`src/rtl/mandelbrot_frame_sequencer.sv`:
```
// Frame controller for the mandelbrot iteration core: issues run pulses, buffers
// per-pixel iteration values in a small FIFO and steps the view between frames.
module mandelbrot_frame_sequencer #(
    parameter int unsigned BITWIDTH   = 10,
    parameter int unsigned FIFO_DEPTH = 4
) (
    input  logic                clk,
    input  logic                rst_n,
    input  logic                start,
    input  logic                stop,
    input  logic                cont,
    input  logic                auto_zoom,
    input  logic [6:0]          cfg_scaling,
    input  logic [BITWIDTH-1:0] cfg_cr,
    input  logic [BITWIDTH-1:0] cfg_ci,
    input  logic [BITWIDTH-1:0] zoom_dcr,
    input  logic [BITWIDTH-1:0] zoom_dci,
    output logic                core_run,
    input  logic                core_running,
    input  logic                core_finished,
    input  logic [3:0]          core_ctr_out,
    output logic [6:0]          core_scaling,
    output logic [BITWIDTH-1:0] core_cr_offset,
    output logic [BITWIDTH-1:0] core_ci_offset,
    output logic [3:0]          pix_data,
    output logic                pix_last,
    output logic                pix_valid,
    input  logic                pix_ready,
    output logic                busy,
    output logic                frame_done,
    output logic [7:0]          frame_count
);

    localparam int unsigned PTR_W   = $clog2(FIFO_DEPTH);
    localparam int unsigned CNT_W   = PTR_W + 1;
    localparam int unsigned ENTRY_W = 5;

    typedef enum logic [2:0] {
        IDLE,
        ISSUE,
        WAIT_BUSY,
        WAIT_DONE,
        FRAME_END
    } state_t;

    state_t               state_q, state_d;
    logic                 stop_pending_q;
    logic [ENTRY_W-1:0]   fifo_mem [FIFO_DEPTH];
    logic [PTR_W-1:0]     wr_ptr_q, rd_ptr_q;
    logic [CNT_W-1:0]     count_q;
    logic                 fifo_has_space;
    logic                 push, pop, load_cfg;

    assign fifo_has_space = count_q < CNT_W'(FIFO_DEPTH);
    assign pix_valid      = count_q != '0;
    assign pop            = pix_valid && pix_ready;
    assign pix_data       = fifo_mem[rd_ptr_q][ENTRY_W-1:1];
    assign pix_last       = fifo_mem[rd_ptr_q][0];
    assign busy           = state_q != IDLE;
    assign frame_done     = state_q == FRAME_END;

    // State register
    always_ff @(posedge clk or negedge rst_n) begin
        if (!rst_n) begin
            state_q <= IDLE;
        end else begin
            state_q <= state_d;
        end
    end

    // Next-state and run/push decode; run is only issued when a FIFO slot is free
    always_comb begin
        state_d  = state_q;
        core_run = 1'b0;
        push     = 1'b0;
        load_cfg = 1'b0;
        case (state_q)
            IDLE: begin
                if (start) begin
                    load_cfg = 1'b1;
                    state_d  = ISSUE;
                end
            end
            ISSUE: begin
                if (fifo_has_space) begin
                    core_run = 1'b1;
                    state_d  = WAIT_BUSY;
                end
            end
            WAIT_BUSY: begin
                if (core_running) begin
                    state_d = WAIT_DONE;
                end
            end
            WAIT_DONE: begin
                if (!core_running) begin
                    push    = 1'b1;
                    state_d = core_finished ? FRAME_END : ISSUE;
                end
            end
            FRAME_END: begin
                // A stop arriving in this very cycle still ends the run here
                state_d = (cont && !stop_pending_q && !stop) ? ISSUE : IDLE;
            end
            default: state_d = IDLE;
        endcase
    end

    always_ff @(posedge clk or negedge rst_n) begin
        if (!rst_n) begin
            stop_pending_q <= 1'b0;
        end else if (state_q == IDLE) begin
            stop_pending_q <= 1'b0;
        end else if (stop) begin
            stop_pending_q <= 1'b1;
        end
    end

    // Output FIFO
    always_ff @(posedge clk or negedge rst_n) begin
        if (!rst_n) begin
            wr_ptr_q <= '0;
            rd_ptr_q <= '0;
            count_q  <= '0;
            for (int i = 0; i < int'(FIFO_DEPTH); i++) begin
                fifo_mem[i] <= '0;
            end
        end else begin
            if (push) begin
                fifo_mem[wr_ptr_q] <= {core_ctr_out, core_finished};
                wr_ptr_q           <= wr_ptr_q + PTR_W'(1);
            end
            if (pop) begin
                rd_ptr_q <= rd_ptr_q + PTR_W'(1);
            end
            if (push && !pop) begin
                count_q <= count_q + CNT_W'(1);
            end else if (pop && !push) begin
                count_q <= count_q - CNT_W'(1);
            end
        end
    end

    // View configuration: loaded on frame start, stepped at frame end
    always_ff @(posedge clk or negedge rst_n) begin
        if (!rst_n) begin
            core_scaling   <= '0;
            core_cr_offset <= '0;
            core_ci_offset <= '0;
            frame_count    <= '0;
        end else if (load_cfg) begin
            core_scaling   <= cfg_scaling;
            core_cr_offset <= cfg_cr;
            core_ci_offset <= cfg_ci;
        end else if (state_q == FRAME_END) begin
            frame_count <= frame_count + 8'd1;
            if (auto_zoom) begin
                if (core_scaling != '0) begin
                    core_scaling <= core_scaling - 7'd1;
                end
                core_cr_offset <= core_cr_offset + zoom_dcr;
                core_ci_offset <= core_ci_offset + zoom_dci;
            end
        end
    end

endmodule

```
`config.mk`:
```
export PLATFORM = sky130hd
export DESIGN_NAME = mandelbrot_frame_sequencer
export DESIGN_NICKNAME = d
export VERILOG_FILES = /design/src/rtl/mandelbrot_frame_sequencer.sv
export SDC_FILE = /design/constraint.sdc
export NUM_CORES = 1
export LEC_CHECK = 0
export CAP_MARGIN = 20
export CORE_AREA = 2 2 96 98
export DETAILED_ROUTE_END_ITERATION = 10
export DIE_AREA = 0 0 98 100
export HOLD_SLACK_MARGIN = 0.12
export MAX_ROUTING_LAYER = met4
export PLACE_DENSITY = 0.84
export RECOVER_POWER = 50
export SLEW_MARGIN = 30
export SYNTH_ARGS = -nofsm -noshare
export SYNTH_HDL_FRONTEND = slang
export SYNTH_SLANG_ARGS = --single-unit
export TNS_END_PERCENT = 50
```
`constraint.sdc`:
```
create_clock -name clk -period 2.1 [get_ports clk]
set_input_delay 0.63 -clock clk [delete_from_list [all_inputs] [get_ports clk]]
set_output_delay 0.63 -clock clk [all_outputs]
set_load 0.01 [all_outputs]
```
Word level (Yosys, flattened, before mapping):

Cells that the tools add are included.

* add/subtract/negate cells: 8
* $lt $le $gt $ge: 4
* equal/unequal tests: 8
* multiplexer cells: 33
* bitwise operators: 3
* reductions and logical operators: 23

Operators with widths (count)
* two-way mux 10 bit: 6
* two-way mux 7 bit: 4
* two-way mux 3 bit: 7
* adder 10 bit: 2
* bitwise mux 20 bit: 1
* two-way mux 5 bit: 3
* case mux 3 bit (5 select lines): 1
* binary-select mux 5 bit (select 2 bit): 1
* demux 5 bit (select 2 bit): 1
* nonzero test 2 bit: 5
* two-way mux 1 bit: 9
* adder 8 x 1 -> 8 bit (second input constant): 1
* inequality test 2 bit (second input constant): 4
* nonzero test 7 bit: 1
* subtractor 7 x 1 -> 7 bit (second input constant): 1
* equality test 3 x 2 -> 1 bit (second input constant): 2
* >= comparator 3 bit (second input constant): 2
* logical AND 1 bit: 6
* NOT 2 -> 3 bit: 2
* nonzero test 3 bit: 2
* adder 2 x 1 -> 2 bit (second input constant): 2
* logical NOT 1 bit: 4
* AND reduction 2 bit: 2
* AND reduction 4 bit: 1
* 9 further kinds: 9

* flip-flop bits (word level): 66
* input port bits: 60
* output and inout port bits: 44
* logic and storage cells: 92

Longest topological paths before layout:

* depth in word-level cells: 6
* mapped depth: 9
* gate-level depth less buffers: 9

Worst setup path after synthesis:

OpenSTA, ideal clock, no wires.

* kind: input -> register
* start: input zoom_dcr[0]
* end: register core_cr_offset[8]
* setup time: 0.140 ns
* arrival time: 2.218 ns
* data required time: 1.960 ns
* slack: -0.258 ns
* cell stages on the path: 9
* buffers on the path: 0
* cells stage by stage: ha_1 -> fa_1 -> a21o_1 -> a21o_1 -> a21oi_1 -> o21ai_0 -> a21oi_1 -> xor2_1 -> a21oi_1

* word-level cells in the longest chain between the ends: 4

RTL lines
* start: declaration: line 16 `input logic [BITWIDTH-1:0] zoom_dcr,`
* adder 10 bit: line 161 `core_cr_offset <= core_cr_offset + zoom_dcr;`
* two-way mux 10 bit: line 157 `if (auto_zoom) begin`
* two-way mux 10 bit: line 155 `end else if (state_q == FRAME_END) begin`
* two-way mux 10 bit: line 151 `end else if (load_cfg) begin`
* end signal: assignment: line 153 `core_cr_offset <= cfg_cr;`
* end signal: assignment: line 161
* end: declaration: line 23 `output logic [BITWIDTH-1:0] core_cr_offset,`

Every way passes these cells. The select of a mux whose other input is x is not followed.
A chain may end at the register's enable or synchronous reset.

Worst setup path after layout:

* start: register rd_ptr_q[0]
* end: output pix_data[2]

* word-level cells in the longest chain between the ends: 4

RTL lines
* start: declaration: line 49 `logic [PTR_W-1:0] wr_ptr_q, rd_ptr_q;`
* start signal: assignment: line 134 `rd_ptr_q <= rd_ptr_q + PTR_W'(1);`
* NOT 2 -> 3 bit (implied by the code): line 57 `assign pix_data = fifo_mem[rd_ptr_q][ENTRY_W-1:1];`
* binary-select mux 5 bit (select 2 bit): line 57
* two-way mux 5 bit (2 in a row)
* end: declaration: line 25 `output logic [3:0] pix_data,`

Every way passes these cells. The select of a mux whose other input is x is not followed.

==> flow_metrics.py <==
metrics = {
    "critical_path": {
        "worstReg2RegStart": "core_cr_offset[0]$_DFFE_PN0P_",
        "cpPeakStageDelay_ps": 510,
        "critical_path.max_fanout": 4,
        "required_ps": 1470,
        "path_common_cell": "buf_6",
        "cp-end-kind": "primary output",
        "regToRegSetupSlack_ps": 50,
        "timing.rr.end": "core_cr_offset[8]$_DFFE_PN0P_",
        "crit_family": "multiplexers",
        "start_kind": "flip-flop",
        "crit_type": "flip-flop to primary output",
        "r2r_cells": 9,
        "worst_path_max_delay_cell": "mux4_2",
        "worstPathArrival_ps": 1540,
        "worstPathCellList": "buf_6 -> mux4_2 -> buf_6",
        "critPathBufInv": 2,
    },
    "timing": {
        "fin_crit_sh_pct": 103,
        "fin_hold_ws_ps": 475,
        "post-route-min-period_ps": 2170,
        "worst_pin_slew_ps": 1500,
        "slew_viol_final": 0,
        "finClkSkew_ps": 10.9,
        "setup_ws_ps": -66.7,
        "hold_viol": 0,
        "timing.fmax_mhz": 462,
        "rsz0062_at_grt": "yes",
        "setup_viol": 6,
        "slew_headroom_pct": 0.267,
    },
    "routing": {
        "via_count": 3400,
        "first_iter_violations": 134,
        "drc": 0,
        "via_per_inst": 5.14,
        "drtAntennaViolNets": 0,
        "first_pass_iters": 4,
        "drt-total-wl_mm": 10.2,
        "routedWlPerCell_um": 15.4,
    },
    "global_route": {
        "grt.total_usage_pct": 22.1,
        "grt_pass1_vias": 3510,
        "grt_max_degree": 67,
        "grt_antenna_before_repair": 0,
        "grt-ovfl-total": 0,
        "grt_pass1_wl_mm": 16.8,
    },
    "floorplan": {
        "fp.coreArea_um2": 8890,
        "io_pins": 104,
        "rows": 35,
        "start_util_pct": 42.6,
        "dieArea_um2": 9800,
        "dieHeight_um": 100,
        "die_w_um": 98,
    },
    "logic_synthesis": {
        "syn_inst": 377,
        "synth_compound_area_share_pct": 13.2,
        "synth_warnings": 0,
        "yosys.area_share.simple_pct": 14.0,
        "synth-xor-area-share_pct": 7.40,
        "synth-adder-area-share_pct": 10.2,
        "syn_nets": 466,
        "ys_ff_latch": 66,
        "netlist-cell-type-count": 43,
        "synth_top_family_by_area": "simple AND/OR/NAND/NOR gates",
        "syn-cell-area_um2": 3790,
        "synth.avg_cell_area_um2": 10.0,
        "muxShareOfSynthArea_pct": 8.86,
        "ys_seq_area_share_pct": 43.6,
    },
    "cts": {
        "clk_pin_slew_ps": 80,
        "cts.sinks": 66,
        "cts_buffers": 9,
        "root_buffer": "clkbuf_8",
        "cts_buffer_depth": 2,
        "cts_tree": "built",
        "ctsHoldBuffers": 0,
        "htree_levels": 3,
        "clk-insertion-delay-late_ps": 340,
    },
    "final_layout": {
        "fin_nets": 636,
        "seq_area_um2": 1660,
        "drive_above_1_share_pct": 27.9,
        "multi_input_area_um2": 2250,
        "n_antenna_cell": 0,
        "nFillCells": 717,
        "finish.utilization_pct": 65.9,
        "syn_to_final_growth_pct": 54.7,
    },
    "pwr": {
        "vdd_ir_drop_max_mv": 0.736,
        "p_leak_nw": 2.59,
        "pwr_density_cell_nw_per_um2": 1420,
        "total_power_mw": 8.30,
    },
    "worst_hold_path": {
        "min_to": "frame_count[7]$_DFFE_PN0P_",
        "hold_depth": 1,
        "hp-start": "frame_count[7]$_DFFE_PN0P_",
        "hp-class": "flip-flop to flip-flop",
    },
    "outcome": {
        "status": "finished with violations",
        "violations": "capacitance limit, setup timing",
    },
    "placement": {
        "hpwl_mm": 7.35,
        "io_buffers": 103,
        "place.gp.congestion": 0.853,
    },
    "run": {
        "drv_cap": 1,
    },
}
-- per-layer routing --
layer	share of wire [%]	up-vias	track usage [%]	wire length, µm
li1	-	1654	-	-
met1	43	1638	27.4	4410
met2	50	83	35.5	5080
met3	4.0	25	3.55	406
met4	3.0	0	10.4	306
met5	0	-	-	0
-- area by class of cell --
type / instances / area share, %
Tap cell: 111 / 2.37
Timing Repair Buffer: 172 / 26.4
Sequential cell: 66 / 28.3
Multi-Input combinational cell: 286 / 38.5
Inverter: 12 / 0.769
Clock buffer: 9 / 2.11
Clock inverter: 6 / 1.58
-- where the power goes --
group          switching, mW  internal (mW)  total, mW  leakage (nW)
clock network          0.517          0.666       1.18         0.102
logic                   1.98           2.73       4.71          1.69
registers              0.560           1.84       2.40         0.801
-- synthesized netlist by cell type (all sizes together) --
library cell / instances / area (µm²)
dfrtp: 66 / 1650
nand2: 49 / 184
nor2: 32 / 123
a21oi: 29 / 145
ha: 26 / 325
o21ai: 25 / 125
xnor2: 21 / 184
mux2: 18 / 203
a31oi: 12 / 90.1
inv: 12 / 45.0
xor2: 11 / 96.3
clkbuf: 7 / 27.5
nor3: 7 / 35.0
buf: 6 / 28.8
a21o: 5 / 37.5
mux4: 5 / 113
and2: 4 / 25.0
nand2b: 4 / 25.0
nand3: 4 / 25.0
nand4: 4 / 25.0
nor2b: 4 / 25.0
and3: 3 / 18.8
fa: 3 / 60.1
o21bai: 3 / 22.5
or3: 3 / 18.8
a21boi: 2 / 15.0
mux2i: 2 / 20.0
o22ai: 2 / 12.5
a211o: 1 / 8.76
a22o: 1 / 8.76
a311o: 1 / 10.0
and4bb: 1 / 12.5
nand3b: 1 / 7.51
o311ai: 1 / 16.3
o31a: 1 / 8.76
or4: 1 / 7.51
-- cells in the final DEF (no fill, tap or decap), types with 3 or more instances in the layout --
cell type        instances
xnor2_1                 21
ha_4                    10
nand2_1                 49
nand4_1                  4
a21o_1                   5
xor2_1                  11
clkbuf_8                 9
clkdlybuf4s50_1         76
nor2b_1                  4
o21ai_1                  3
fa_2                     3
inv_1                   12
dfrtp_2                  4
buf_6                    8
dlymetal6s2s_1           3
a21oi_2                  7
dfrtp_1                 62
a31oi_1                 10
nor2_1                  32
buf_2                    4
a21oi_1                 22
nand2b_1                 3
and3_1                   3
mux2_2                  18
dlygate4sd2_1           11
ha_1                    16
nor3_1                   5
mux4_2                   5
buf_4                   62
o21ai_0                 22
-- cell families after synthesis --
group                      Yosys count
and+or+nand+nor                    117
AOI/OAI and AO/OA                   83
muxes                               25
DFF                                 66
buffers and inverters               25
xor gates and xnor gates            32
adders and majority gates           29
-- through the flow --
stage / worst slack (ps) / TNS, ps / cells / instance area [µm²]
2_1_floorplan: -178 / -576 / 377 / 3860
3_3_place_gp: -725 / -8840 / 636 / 5440
3_5_place_dp: -756 / -10390 / 636 / 5440
4_1_cts: -141 / -454 / 657 / 5800
5_1_grt: -108 / -862 / 662 / 5860
6_report: -66.7 / -266 / 662 / 5860
-- worst max path at each step --
stage                             from                             to  slack [ps]  cells past startpoint
2_1_floorplan              zoom_dcr[2]  core_cr_offset[9]$_DFFE_PN0P_        -180                      7
3_3_place_gp               zoom_dcr[1]  core_cr_offset[9]$_DFFE_PN0P_        -720                      9
3_5_place_dp               zoom_dcr[1]  core_cr_offset[9]$_DFFE_PN0P_        -760                      9
4_1_cts         state_q[2]$_DFFE_PN0P_                           busy        -140                      4
5_1_grt        rd_ptr_q[0]$_DFFE_PN0P_                    pix_data[2]        -110                      3
6_report       rd_ptr_q[0]$_DFFE_PN0P_                    pix_data[2]         -70                      3
-- state kept, by name (all words and copies together) (netlist names) --
| name | count |
|---|---|
| fifo_mem | 20 |
| core_ci_offset | 10 |
| core_cr_offset | 10 |
| frame_count | 8 |
| core_scaling | 7 |
| count_q | 3 |
| state_q | 3 |
| rd_ptr_q | 2 |
| wr_ptr_q | 2 |
| stop_pending_q | 1 |
-- timing repair --
action,in CTS,in global routing
pin swaps,31,21
gates resized for setup,72,19
setup buffers,7,5
hold endpoints to repair,0,0
endpoints found under the setup margin,22,19
cloned,0,0
Note: power is estimated with default switching activity, not from simulation.
